==> config.mk <==
export PLATFORM = sky130hd
export DESIGN_NAME = fabric_cfg_loader
export DESIGN_NICKNAME = d
export VERILOG_FILES = /design/src/rtl/fabric_cfg_pkg.sv /design/src/rtl/cfg_shadow_sr.sv /design/src/rtl/fabric_cfg_loader.sv
export SDC_FILE = /design/constraint.sdc
export NUM_CORES = 1
export LEC_CHECK = 0
export BUFFER_PORTS_ARGS = -buffer_cell sky130_fd_sc_hd__buf_4
export CAP_MARGIN = 40
export CORE_MARGIN = 2
export CORE_UTILIZATION = 60
export DETAILED_ROUTE_END_ITERATION = 8
export PLACE_DENSITY = 0.88
export SYNTH_ARGS = -nofsm -noshare
export SYNTH_HDL_FRONTEND = slang
export SYNTH_SLANG_ARGS = --single-unit
export TNS_END_PERCENT = 50
==> constraint.sdc <==
create_clock -name clk -period 4.55 [get_ports clk]
set_input_delay 1.1375 -clock clk [delete_from_list [all_inputs] [get_ports clk]]
set_output_delay 1.1375 -clock clk [all_outputs]
set_load 0.005 [all_outputs]
==> src/rtl/fabric_cfg_pkg.sv <==
// -----------------------------------------------------------------------------
// fabric_cfg_pkg
// Shared constants and types for the fabric tile configuration loader.
//   CFG_W    : switch-block configuration width
//   MEM_W    : logic-block LUT memory width
//   FRAME_W  : serial frame length (cfg, mem, sync, parity)
//   *_OFS    : bit offsets of the fields inside a frame (bit 0 is sent first)
//   CNT_W    : width of the frame bit counter
//   state_e  : loader FSM states
// -----------------------------------------------------------------------------
package fabric_cfg_pkg;

  localparam int CFG_W    = 108;
  localparam int MEM_W    = 4;
  localparam int FRAME_W  = CFG_W + MEM_W + 2;

  localparam int MEM_OFS  = CFG_W;
  localparam int SYNC_OFS = CFG_W + MEM_W;
  localparam int PAR_OFS  = FRAME_W - 1;

  localparam int CNT_W    = $clog2(FRAME_W);

  // The parity bit only feeds the running parity; it is never stored.
  localparam int SHADOW_W = FRAME_W - 1;

  typedef enum logic [1:0] {
    IDLE  = 2'd0,
    LOAD  = 2'd1,
    CHECK = 2'd2
  } state_e;

  // True when the counter points at the final (parity) bit of the frame.
  function automatic logic is_last_bit(input logic [CNT_W-1:0] cnt);
    return cnt == CNT_W'(PAR_OFS);
  endfunction

endpackage

==> src/rtl/cfg_shadow_sr.sv <==
// -----------------------------------------------------------------------------
// cfg_shadow_sr
// Indexed-write shadow register with a running XOR of every written bit.
// Ports:
//   clk, rst_n : clock, asynchronous active-low reset
//   clr        : clear stored data and parity accumulator
//   wr         : write bit_i at position idx and fold it into the parity
//   idx        : bit position of the write (positions >= W only touch parity)
//   bit_i      : bit value to write
//   data       : stored bits
//   parity     : XOR of all bits written since the last clr
// -----------------------------------------------------------------------------
module cfg_shadow_sr
  import fabric_cfg_pkg::*;
#(
  parameter int W     = SHADOW_W,
  parameter int IDX_W = CNT_W
) (
  input  logic             clk,
  input  logic             rst_n,
  input  logic             clr,
  input  logic             wr,
  input  logic [IDX_W-1:0] idx,
  input  logic             bit_i,
  output logic [W-1:0]     data,
  output logic             parity
);

  logic [W-1:0] data_q;
  logic [W-1:0] data_d;
  logic [W-1:0] sel;
  logic         parity_q;
  logic         parity_d;

  // One-hot write select; an index past the stored range hits no bit.
  for (genvar gi = 0; gi < W; gi++) begin : g_sel
    assign sel[gi] = wr && (idx == IDX_W'(gi));
  end

  always_comb begin
    data_d   = data_q;
    parity_d = parity_q;
    if (clr) begin
      data_d   = '0;
      parity_d = 1'b0;
    end else if (wr) begin
      data_d   = (data_q & ~sel) | (sel & {W{bit_i}});
      parity_d = parity_q ^ bit_i;
    end
  end

  always_ff @(posedge clk or negedge rst_n) begin
    if (!rst_n) begin
      data_q   <= '0;
      parity_q <= 1'b0;
    end else begin
      data_q   <= data_d;
      parity_q <= parity_d;
    end
  end

  assign data   = data_q;
  assign parity = parity_q;

endmodule

==> src/rtl/fabric_cfg_loader.sv <==
// -----------------------------------------------------------------------------
// fabric_cfg_loader
// Serial, parity-protected configuration loader for one fabric tile.
// A frame is assembled in a shadow register; a frame with even overall parity
// is committed to the live outputs in a single edge, a bad frame only pulses
// err and leaves the live configuration alone.
// Ports:
//   clk, rst_n          : clock, asynchronous active-low reset
//   start               : pulse, begin or restart a frame load
//   abort               : pulse, drop the current frame (wins over start)
//   bit_in, bit_valid   : serial frame bit and its qualifier
//   bit_ready           : loader accepts a bit this cycle (LOAD only)
//   cfg_out/mem_out/sync_out : live tile configuration
//   busy                : high in LOAD or CHECK
//   done / err          : one-cycle pulses, frame committed / parity failure
//   cfg_loaded          : sticky, a frame has been committed since reset
// -----------------------------------------------------------------------------
module fabric_cfg_loader
  import fabric_cfg_pkg::*;
(
  input  logic             clk,
  input  logic             rst_n,
  input  logic             start,
  input  logic             abort,
  input  logic             bit_in,
  input  logic             bit_valid,
  output logic             bit_ready,
  output logic [CFG_W-1:0] cfg_out,
  output logic [MEM_W-1:0] mem_out,
  output logic             sync_out,
  output logic             busy,
  output logic             done,
  output logic             err,
  output logic             cfg_loaded
);

  state_e             state_q;
  state_e             state_d;
  logic [CNT_W-1:0]   cnt_q;
  logic [CNT_W-1:0]   cnt_d;

  logic               sr_clr;
  logic               sr_wr;
  logic [SHADOW_W-1:0] shadow;
  logic               par_acc;
  logic               xfer;

  logic [CFG_W-1:0]   cfg_q;
  logic [MEM_W-1:0]   mem_q;
  logic               sync_q;
  logic               done_q;
  logic               err_q;
  logic               loaded_q;

  assign xfer = bit_valid && bit_ready;

  cfg_shadow_sr #(
    .W     (SHADOW_W),
    .IDX_W (CNT_W)
  ) u_shadow (
    .clk    (clk),
    .rst_n  (rst_n),
    .clr    (sr_clr),
    .wr     (sr_wr),
    .idx    (cnt_q),
    .bit_i  (bit_in),
    .data   (shadow),
    .parity (par_acc)
  );

  // State register and frame counter.
  always_ff @(posedge clk or negedge rst_n) begin
    if (!rst_n) begin
      state_q <= IDLE;
      cnt_q   <= '0;
    end else begin
      state_q <= state_d;
      cnt_q   <= cnt_d;
    end
  end

  // Next-state logic. A restart in LOAD takes priority over a bit offered in
  // the same cycle, so that bit is dropped along with the partial frame.
  always_comb begin
    state_d = state_q;
    cnt_d   = cnt_q;
    sr_clr  = 1'b0;
    sr_wr   = 1'b0;
    unique case (state_q)
      IDLE: begin
        if (start && !abort) begin
          state_d = LOAD;
          cnt_d   = '0;
          sr_clr  = 1'b1;
        end
      end
      LOAD: begin
        if (abort) begin
          state_d = IDLE;
        end else if (start) begin
          cnt_d  = '0;
          sr_clr = 1'b1;
        end else if (xfer) begin
          sr_wr = 1'b1;
          cnt_d = cnt_q + 1'b1;
          if (is_last_bit(cnt_q)) begin
            state_d = CHECK;
          end
        end
      end
      CHECK: begin
        // start and abort are deliberately ignored here.
        state_d = IDLE;
      end
      default: begin
        state_d = IDLE;
      end
    endcase
  end

  // Output decode, from state only.
  always_comb begin
    bit_ready = 1'b0;
    busy      = 1'b0;
    unique case (state_q)
      LOAD: begin
        bit_ready = 1'b1;
        busy      = 1'b1;
      end
      CHECK: begin
        busy = 1'b1;
      end
      default: begin
        bit_ready = 1'b0;
        busy      = 1'b0;
      end
    endcase
  end

  // Commit register: the CHECK cycle decides, the edge leaving CHECK applies.
  always_ff @(posedge clk or negedge rst_n) begin
    if (!rst_n) begin
      cfg_q    <= '0;
      mem_q    <= '0;
      sync_q   <= 1'b0;
      done_q   <= 1'b0;
      err_q    <= 1'b0;
      loaded_q <= 1'b0;
    end else begin
      done_q <= 1'b0;
      err_q  <= 1'b0;
      if (state_q == CHECK) begin
        if (!par_acc) begin
          cfg_q    <= shadow[CFG_W-1:0];
          mem_q    <= shadow[MEM_OFS +: MEM_W];
          sync_q   <= shadow[SYNC_OFS];
          done_q   <= 1'b1;
          loaded_q <= 1'b1;
        end else begin
          err_q <= 1'b1;
        end
      end
    end
  end

  assign cfg_out    = cfg_q;
  assign mem_out    = mem_q;
  assign sync_out   = sync_q;
  assign done       = done_q;
  assign err        = err_q;
  assign cfg_loaded = loaded_q;

endmodule

After elaboration in Yosys (flattened, before gate mapping)
Index checks and enable logic that the tools add are counted.
{ "classes": {"addsub": 1, "eq_ne": 121, "muxes": 29, "n_bitwise": 6, "reduce_logical": 124} }
{ "op_table": {"columns": ["operator", "n"], "rows": [
  ["$eq A7 B7 Y1 const B", 50],
  ["$and A113 B113 Y113", 2],
  ["$mux W113", 2],
  ["$eq A7 B6 Y1 const B", 32],
  ["$logic_and A1 B1 Y1", 115],
  ["$not A113 Y113", 1],
  ["$or A113 B113 Y113", 1],
  ["$eq A7 B5 Y1 const B", 16],
  ["$eq A7 B4 Y1 const B", 8],
  ["$eq A7 B3 Y1 const B", 4],
  ["$mux W7", 4],
  ["$mux W1", 15],
  ["$eq A7 B2 Y1 const B", 2],
  ["$pmux W7 S2", 1],
  ["$ne A3 B3 Y1 const B", 4],
  ["$mux W2", 5],
  ["$reduce_and A4 Y1", 2],
  ["$add A7 B1 Y7 const B", 1],
  ["$eq A7 B1 Y1 const B", 1],
  ["$logic_not A7 Y1", 1],
  ["$ne A2 B2 Y1 const B", 2],
  ["$pmux W2 S2", 1],
  ["$reduce_bool A2 Y1", 2],
  ["$eq A2 B1 Y1 const B", 1],
  ["8 further kinds", 8]
]} }
{ "totals": {"regBits": 239, "input_bits": 6, "wordCells": 291} }

Longest topological paths before layout
Gate-level depths: netlist of run 1.
{ "depth": {"depth_word": 13, "depth_mapped": 10, "mapped_depth_nobuf": 6} }

Cells and area by module
A second synthesis of run 1 with hierarchy kept.
{ "unflattened": {"cells_unflattened": 834, "hier_area_um2": 10571.4} }
{ "modules_own_cells": {"columns": ["module", "instances", "cells_each", "area_each_um2", "seq_area_each_um2"], "rows": [
  ["cfg_shadow_sr", 1, 528, 5744.3, 2852.7],
  ["fabric_cfg_loader", 1, 306, 4827.1, 3128.0]
]} }

Worst setup path after synthesis of run 1
No wires, ideal clock.
{ "synth_path": {"path_type": "input -> register", "from": "input start", "to": "register u_shadow.data_q[62], in the netlist u_shadow.data[62]", "setup_ns": 0.122, "t_arrival_ns": 2.172, "t_required_ns": 4.428, "slack_ns": 2.256, "path_stages": 5, "n_path_buf": 1, "cell_sequence": "nand2b_1 nor3_4 buf_2 nand2_1 a32o_1"} }
{ "synth_between": {"elab_chain_len": 9} }
{ "synth_rtl": {"columns": ["element", "line_no", "source"], "rows": [
  ["start: declaration", "fabric_cfg_loader.sv:23", "input logic start,"],
  ["$mux W1", "fabric_cfg_loader.sv:100", "end else if (start) begin"],
  ["$mux W1", "fabric_cfg_loader.sv:98", "if (abort) begin"],
  ["$mux W1", "fabric_cfg_loader.sv:89", "unique case (state_q)"],
  ["$logic_and A1 B1 Y1", "cfg_shadow_sr.sv:37", "assign sel[gi] = wr && (idx == IDX_W'(gi));"],
  ["$not A113 Y113", "cfg_shadow_sr.sv:47", "data_d = (data_q & ~sel) | (sel & {W{bit_i}});"],
  ["$and A113 B113 Y113", "cfg_shadow_sr.sv:47", null],
  ["$or A113 B113 Y113", "cfg_shadow_sr.sv:47", null],
  ["$mux W113", "cfg_shadow_sr.sv:46", "end else if (wr) begin"],
  ["$mux W113", "cfg_shadow_sr.sv:43", "if (clr) begin"],
  ["end signal: assignment", "cfg_shadow_sr.sv:57", "data_q <= data_d;"],
  ["end: declaration", "cfg_shadow_sr.sv:29", "logic [W-1:0] data_q;"]
]} }
Several ways; a longest one is shown, not always the timed one. The select of a mux whose other input is x is not followed.
A chain may end at the register's enable or synchronous reset.

Final worst setup path of run 1
{ "layout_path": {"from": "register state_q[1]", "to": "output bit_ready"} }
{ "layout_between": {"elab_chain_len": 2} }
{ "layout_rtl": {"columns": ["element", "line_no", "source"], "rows": [
  ["start: declaration", "fabric_cfg_loader.sv:37", "state_e state_q;"],
  ["start signal: assignment", "fabric_cfg_loader.sv:77", "state_q <= state_d;"],
  ["$eq A2 B1 Y1", "fabric_cfg_loader.sv:125", "unique case (state_q)"],
  ["$mux W1", "fabric_cfg_loader.sv:125", null],
  ["end: declaration", "fabric_cfg_loader.sv:27", "output logic bit_ready,"]
]} }
Every way passes these cells.

==> results of run 1 <==
## power groups by stage
| stage | clock network (mW) | registers, mW | logic [mW] |
|---|---|---|---|
| finish | 1.95 | 2.15 | 0.250 |
| global route | 2.06 | 2.15 | 0.275 |
| CTS | 1.96 | 2.15 | 0.245 |
| detailed placement | 0 | 2.19 | 0.243 |
| global placement | 0 | 2.19 | 0.238 |
| floorplan | 0 | 2.18 | 0.155 |
## cell usage in the layout, fill, tap and decap left out, types with 3 or more instances in the layout
cell type and n:
a21oi_1 3, nor2_1 21, clkbuf_8 6, clkbuf_1 3, o21ai_0 4, nand3_1 66, inv_1 5, o31ai_1 3
nand2b_1 11, nor2b_1 5, a32o_1 56, dfrtp_1 239, nand4_1 4, buf_4 139, clkinv_2 6, nand2_1 469
nor3_1 3, and2b_1 3, clkbuf_16 25, o311ai_0 3, and4_1 3, o211ai_1 56, nor3_2 3, ha_1 7
nor3_4 5
## sequential cells by signal, indices dropped and copies added (netlist names)
signal           cells
u_shadow.data      113
done                 1
state_q              2
err                  1
cfg_loaded           1
u_shadow.parity      1
cfg_out            108
mem_out              4
cnt_q                7
sync_out             1
## path summary, 6_finish.rpt
| kind | to | slack, ps | depth (start not counted) |
|---|---|---|---|
| max in group asynchronous | cfg_out[20] | 2910 | 2 |
| min in group asynchronous | cfg_out[67] | 680 | 1 |
| worst min-delay path | cfg_out[87] | 470 | 2 |
| worst min register to register | cfg_out[87] | 470 | 2 |
| worst max register to register | cfg_out[7] | 1880 | 8 |
| worst max-delay path | bit_ready | 1810 | 3 |
## layer usage
metal / GRT usage / share of wire / vias up
met5: 0 / 0 / -
met4: 0.09415 / 0.025 / 0
met3: 0.04308 / 0.084 / 68
met2: 0.4666 / 0.49 / 504
met1: 0.4057 / 0.40 / 4174
li1: - / - / 3774
## stage by stage
step                hold slack, ps  setup WS (ps)  instance area [um2]  std cells  utilization
global route                 490.7           1630                11970       1395       0.7217
floorplan                    432.8           2256                10170       1073            -
finish                       474.1           1809                11970       1395       0.7217
detailed placement           457.3           1539                11160       1351       0.6732
global placement             451.4           1638                11110       1346       0.6702
CTS                          473.6           1835                11950       1393       0.7208
## worst register-to-register path, cell delays in order, from the launching register on
cell      delay [ps]
dfrtp_1          390
inv_1             80
ha_1             240
nand2b_4         400
clkinv_2         550
buf_12           350
buf_4            300
nand2_1          190
nand2_1           70
## final cells by class
class	count	area, um2
flip-flops and latches	239	5981
fillers	1149	4614
multi-input cells	746	3801
repair buffers	142	1099
clock buffers	34	719.4
well taps	220	275.3
clock inverters	8	70.07
inverters	6	23.77
## logic make-up (layout without fill, tap and decap cells)
group / count (synthesis) / count (layout) / synth area share
adders and majority gates: 7 / 7 / 0.008614
buffers and inverters: 88 / 190 / 0.03889
xor gates and xnor gates: 1 / 1 / 0.0008616
and+or+nand+nor: 608 / 608 / 0.2542
DFF: 239 / 239 / 0.5882
AOI/OAI and AO/OA: 130 / 130 / 0.1092
==> flow_summary.ini, run 1 <==
[yosys]
syn_area_per_cell_um2 = 9.476
yosys-top-cells-area = dfrtp_1 59%, nand2_1 17%, a32o_1 5.5%, o211ai_1 4.1%, nand3_1 3.2%
synth-edff-count = 0
synth_common_cells = 469 x nand2_1, 239 x dfrtp_1, 66 x nand3_1
synth_cell_types = 41
yosys.area.top_type = dfrtp_1
ys.flop_type = dfrtp_1
netlist_area_um2 = 10170
synth_cells = 1073
synth_seq_cells = 239
synth.most_common_cell = nand2_1
synth_top_area_frac = 0.5882
seq_area_frac_synth = 0.5882
yosysWarnings = 0
postSynth.asyncResetShare = 1.000
synth.net_count = 1086

[placement]
port_buffers = 123
place.gp.congestion = 0.8920
dp_hpwl_mm = 16.05

[floorplan]
pin_count = 124
start_util = 0.6131
die_h_um = 134.2
dieArea_um2 = 18000
die_x_um = 134.2
rows = 47
core_area_um2 = 16580

[worst_setup_path]
cp_num_buf_inv = 2
crit_type = reg2out
critPathSlowestCell = ha_1
endpoint_kind = output port
cp-start-kind = flop
critPathMaxFanout = 12
cp_slowest_stage_delay_ps = 410
worstPathArrival_ps = 1600
crit_path_start = state_q[1]
regToRegStartpoint = state_q[0]
crit_chain = inv_1 -> ha_1 -> buf_4
path_delay_family = adder cells
worstPathRequired_ps = 3410

[pwr]
p_int_mw = 3.353
ir_drop_uv = 326.1
p_seq_frac = 0.494
p_clk_frac = 0.448
leakagePower_nw = 6.302
p_sw_frac = 0.2284
total_power_mw = 4.346
p_comb_frac = 0.058
switchingPower_uw = 992.7
power.density_nw_per_um2 = 363.1

[global_routing]
grt_pass1_vias = 8463
grt_overflow = 0
track_usage = 0.2878
grt_pass1_wl_mm = 42.25
grt_max_degree = 109
antenna_found_initial = 0

[clock_tree]
cts_setup_buffers = 0
htreeDepth = 1
clk_pin_slew_worst_paths_ps = 60
cts_root_buf = clkbuf_16
clock_latency_ps = 510
clockBufferDepth = 3
hold_buffers = 0
clock-sinks = 239
cts_inserted_buffers = 24
ctsResizeCount = 0
cts_tree = built

[timing]
worstMarginPinSlew_ps = 979.9
setup_violations = 0
min_period_ps = 2741
fin_crit_sh = 0.6024
hold_viol_final = 0
grt_setup_unrepaired = false
finalMaxSlewViolations = 0
tns_ps = 0
slew_headroom = 0.3446
clock.fmax_mhz = 364.9
finClkSkew_ps = 8.379

[hold_path]
hold_class = reg2reg
holdCritStartpoint = cfg_out[87]

[outcome]
status = complete, no violations

[job]
max_cap_viol_count = 0

[layout]
syn_to_final_growth_pct = 17.72
drive_gt1_frac = 0.1685
nets = 1172
diodes = 0

[routing]
first_pass_iters = 7
drc_errors = 0
wl_mm = 25.51
routedWlPerCell_um = 18.28
routed_via_density = 6.108
drt-initial-drc-count = 1148
postRouteAntennaNets = 0
dr_total_vias = 8520
(Power assumes the default switching activity.)
==> inputs of run 2 (changes only) <==
- CORE_UTILIZATION: 60 -> 58
- PLACE_DENSITY: 0.88 -> 0.86
- clock period: 4.55 -> 2.8 ns (I/O delays scaled with it)
==> run 2 against run 1 <==
Net effect: cell area grew 1.5%; global-route usage grew 0.090 points; clock-buffer cell count grew 6; total power grew 63%; clock power grew 63%; via count grew 0.36%; die area grew 3.3%; flip-flop and latch count is the same; wire length grew 2.5%; sequential share of layout area shrank 0.76 points; core utilization shrank 1.7 points; clock skew grew 0.60 ps; critical endpoint is now u_shadow.data[51]; largest cell class unchanged.
==> flow_summary.ini, run 2 (synthesis results as in run 1) <==
[floorplan]
pin_count = 124
die_x_um = 136.4
dieArea_um2 = 18610
rows = 48
core_area_um2 = 17240
die_h_um = 136.4
start_util = 0.5899

[global_routing]
busiest_layer = met2
grt_overflow = 0
use_met3 = 0.04064
met2_usage = 0.4461
grt_pass1_wl_mm = 42.50
use_met1 = 0.4183
antenna_found_initial = 0
grt_pass1_vias = 8245
track_usage = 0.2887
grt_max_degree = 115

[pwr]
power.density_nw_per_um2 = 583.5
leakagePower_nw = 6.412
p_comb_frac = 0.060
ir_drop_uv = 496.4
switchingPower_mw = 1.613
p_seq_frac = 0.493
p_clk_frac = 0.448
p_sw_frac = 0.2274
p_int_mw = 5.479

[layout]
largest_reg_flops = 113
diodes = 0
nets = 1191
utilization = 0.7051
syn_to_final_growth_pct = 19.53
drive_gt1_frac = 0.1781
final_common_cell = nand2_1
layout_common_cells = 469 x nand2_1, 239 x dfrtp_1, 155 x buf_4

[routing]
first_pass_iters = 5
routed_via_density = 6.018
drc_errors = 0
postRouteAntennaNets = 0
drt-initial-drc-count = 1147
wl_mm = 26.14
routedWlPerCell_um = 18.40
dr_total_vias = 8551

[clock_tree]
htreeDepth = 1
clock-sinks = 239
hold_buffers = 0
clockBufferDepth = 3
clk_pin_slew_worst_paths_ps = 60
clock_latency_ps = 510
cts_root_buf = clkbuf_16
ctsResizeCount = 0
cts_tree = built
cts_inserted_buffers = 24
cts_setup_buffers = 0

[worst_setup_path]
rr_endpoint = u_shadow.data[51]
endpoint_kind = flop
worstPathArrival_ps = 2720
regToRegStartpoint = state_q[1]
crit_type = reg2reg
worstPathRequired_ps = 3190
critPathMaxFanout = 12
r2r_cells = 7
cp-start-kind = flop
crit_path_start = state_q[1]
rrSetupSlack_ps = 470

[timing]
clock.fmax_mhz = 428.3
worstMarginPinSlew_ps = 739.5
setup_violations = 0
grt_setup_unrepaired = false
finalMaxSlewViolations = 0
tns_ps = 0
fin_crit_sh = 0.8338
min_period_ps = 2335
slew_headroom = 0.5070
finClkSkew_ps = 8.978
hold_viol_final = 0

[placement]
dp_hpwl_mm = 16.50
place.gp.congestion = 0.8865
port_buffers = 123

[hold_path]
hold_class = in2async

[outcome]
status = complete, no violations

[job]
max_cap_viol_count = 0
==> run 2: changes by cell type in the layout (fill, tap and decap cells not counted) <==
cell / previous run / this run
buf_12: 2 / 5
buf_4: 139 / 155
clkbuf_1: 3 / 9
clkinv_2: 6 / 4
clkinvlp_4: 2 / 0
==> run 2: worst max-delay path, stage by stage, from the launching register on <==
cell	delay, ps
dfrtp_1	400
inv_1	90
ha_1	420
nor2b_1	300
nand4_1	380
buf_4	330
o211ai_1	190
nand2_1	100
==> run 2: routing by layer <==
metal,vias up,wire length [um]
li1,3836,-
met1,4185,10570
met2,450,12420
met3,80,2241
met4,0,908
met5,-,0
==> run 2: final cells by class <==
cell class | instances | area, um2
fill | 1202 | 5084
clock inverter | 4 | 45.04
timing repair buffer | 161 | 1279
inverter | 6 | 23.77
sequential | 239 | 5981
clock buffer | 40 | 742.0
multi-input combinational | 746 | 3801
tap | 225 | 281.5
==> run 2: worst max path at each step <==
stage	to	slack, ps	cells after the start
6_report	u_shadow.data[51]	470	7
5_1_grt	u_shadow.data[51]	360	7
4_1_cts	bit_ready	500	3
3_5_place_dp	u_shadow.data[63]	530	6
3_3_place_gp	u_shadow.data[85]	620	6
2_1_floorplan	u_shadow.data[62]	940	5
==> run 2: power groups by stage <==
stage	clock [mW]	sequential, mW	combinational, mW
after floorplan	0	3.55	0.252
after CTS	3.21	3.49	0.420
after global routing	3.36	3.49	0.466
after global placement	0	3.55	0.407
after detailed placement	0	3.56	0.418
final	3.18	3.49	0.423
==> run 2: metrics by stage <==
stage	power (mW)	setup WS [ps]	hold slack, ps	area [um2]	instances
2_1_floorplan	3.801	943.8	404.4	10170	1073
3_3_place_gp	3.960	623.5	450.2	11370	1377
3_5_place_dp	3.973	531.9	453.6	11370	1377
4_1_cts	7.119	502.9	167.9	12150	1421
5_1_grt	7.317	362.4	194.2	12150	1421
6_report	7.091	465.4	140.4	12150	1421
==> inputs of run 3 (changes only) <==
- ABC_AREA: unset -> 1
- CORE_UTILIZATION: 58 -> 53
- PLACE_DENSITY: 0.86 -> 0.82
- clock period: 2.8 -> 1.9 ns (I/O delays scaled with it)
==> run 3 against run 2 <==
Net effect: worst hold slack improved by 190 ps; sequential share of layout area fell by 3.3 points; total power rose by 68%; clock skew barely moved; clock power rose by 58%; critical path type is now reg2out; non-clock buffer count rose by 16; global-route usage fell by 2.7 points; flip-flop and latch count did not move; first-iteration DRC count rose by 3.1%; highest routed layer unchanged; critical path depth fell by 4; core utilization fell by 4.0 points.
==> flow_summary.ini, run 3 <==
[routing]
wl_mm = 28.48
dr_total_vias = 9584
drt-initial-drc-count = 1182
first_pass_iters = 5
drc_errors = 0
postRouteAntennaNets = 0
routed-wl-met2_mm = 13.37
routedWlPerCell_um = 16.29
wl_met3_mm = 2.213
routed_via_density = 5.483
top_layer = met4
wl_met1_mm = 12.09

[clock_tree]
cts_root_buf = clkbuf_16
clockBufferDepth = 3
cts_tree = built
cts_inserted_buffers = 25
clk_pin_slew_worst_paths_ps = 60
clock-sinks = 239
htreeDepth = 1
clock_latency_ps = 520

[yosys]
synth_cell_types = 19
ys.flop_type = dfrtp_1
postSynth.asyncResetShare = 1.000
seq_area_frac_synth = 0.5615
yosys-top-cells-area = dfrtp_1 56%, nand2_1 21%, nand3_1 6.3%, a21oi_1 5.4%, nor2_1 4.4%
synth.net_count = 1359
synth.most_common_cell = nand2_1
yosys.area.top_type = dfrtp_1
syn_area_per_cell_um2 = 7.913
synth_cells = 1346
synth_common_cells = 597 x nand2_1, 239 x dfrtp_1, 134 x nand3_1
synth_seq_cells = 239
synth-edff-count = 0
yosysWarnings = 0
synth_top_area_frac = 0.5615
netlist_area_um2 = 10650

[layout]
layout_common_cells = 596 x nand2_1, 239 x dfrtp_1, 160 x buf_4
syn_to_final_growth_pct = 22.32
utilization = 0.6651
largest_reg_flops = 113
drive_gt1_frac = 0.1605
diodes = 0
nets = 1477
stdcell_count = 1748
final_common_cell = nand2_1

[worst_setup_path]
cp-start-kind = flop
endpoint_kind = output port
crit_type = reg2out
critPathSlowestCell = dfrtp_1
cp_num_buf_inv = 2
path_delay_family = flip-flops
critPathMaxFanout = 3
crit_chain = inv_1 -> ha_1 -> buf_4
cp_slowest_stage_delay_ps = 370
worstPathArrival_ps = 1410
worstPathRequired_ps = 1420

[hold_path]
hold_class = in2reg

[pwr]
ir_drop_uv = 625.3
leakagePower_nw = 6.379
total_power_mw = 11.93
power.density_nw_per_um2 = 915.4

[global_routing]
grt_overflow = 0
track_usage = 0.2618
antenna_found_initial = 0
grt_max_degree = 114
grt_pass1_vias = 9142
grt_pass1_wl_mm = 45.96

[timing]
finClkSkew_ps = 8.641
worstMarginPinSlew_ps = 599.2
slew_headroom = 0.5991
clock.fmax_mhz = 529.8
grt_setup_unrepaired = true
setup_violations = 0
hold_viol_final = 0
finalMaxSlewViolations = 0
min_period_ps = 1888
fin_crit_sh = 0.9934

[job]
max_cap_viol_count = 0

[outcome]
status = complete, no violations

[floorplan]
core_area_um2 = 19590
die_x_um = 145.8
rows = 51
pin_count = 124
start_util = 0.5437
die_h_um = 145.8
dieArea_um2 = 21250

[placement]
dp.cells = 1698
dp_hpwl_mm = 17.70
port_buffers = 123
place.gp.congestion = 0.9272
==> run 3: logic make-up (layout without fill, tap and decap cells) <==
logic type / after synthesis / in the layout / synth area share
compound gates: 120 / 120 / 0.05638
flops: 239 / 239 / 0.5615
simple gates: 871 / 871 / 0.3274
fa+ha+maj: 7 / 7 / 0.008222
buf+inv: 109 / 246 / 0.04652
==> run 3: path summary, 6_finish.rpt <==
kind                                  start                to  slack (ps)  cells past startpoint
setup / recovery                 state_q[0]              busy          10                      3
hold / removal                        start          cnt_q[4]         330                      4
setup reg to reg                 state_q[1]  u_shadow.data[5]          70                      9
hold reg to reg            u_shadow.data[8]        cfg_out[8]         470                      2
max in group asynchronous             rst_n       cfg_out[31]         720                      3
min in group asynchronous             rst_n       cfg_out[95]         480                      2
==> run 3: power breakdown <==
group,switching [mW],internal [mW],total [mW]
registers,0.0504,5.16,5.21
clock network,1.98,3.04,5.02
logic,1.23,0.471,1.70
total,3.26,8.67,11.9
==> run 3: final cells by class <==
class / instances / area (um2)
clock buffer: 37 / 760.7
clock inverter: 9 / 98.84
fill: 1551 / 6561
inverter: 23 / 87.58
multi-input combinational: 998 / 4222
sequential: 239 / 5981
tap: 265 / 331.6
timing repair buffer: 177 / 1548
==> run 3: worst register-to-register path, stage by stage (launching register included) <==
cell and delay (ps):
dfrtp_1 400, inv_1 90, ha_2 210, nand2_1 130
nor2_4 200, buf_12 180, buf_16 180, nand2_1 120
nand2_1 130, a21oi_1 80
==> run 3: metal layers <==
layer  vias to the layer above  GRT usage
li1                       4508          -
met3                        68    0.03950
met5                         -          0
met2                       428     0.4137
met1                      4580     0.3772
met4                         0    0.08039
==> run 3: what timing repair did <==
action | in CTS | in global routing
hold endpoints to repair | 45 | 0
hold buffers | 1 | 0
gates resized for setup | 0 | 10
setup endpoints to repair | 0 | 107
buffers inserted | 0 | 0
==> run 3: per-stage QoR <==
| step | area, um2 | hold WS (ps) | setup WS (ps) | TNS, ps |
|---|---|---|---|---|
| finish | 13030 | 328.8 | 12.47 | 0 |
| global route | 13030 | 339.8 | -43.11 | -57.34 |
| CTS | 12920 | 320.6 | 9.887 | 0 |
| detailed placement | 12050 | 430.2 | 118.1 | 0 |
| global placement | 12050 | 422.9 | 160.8 | 0 |
| floorplan | 10650 | 179.4 | 269.8 | 0 |
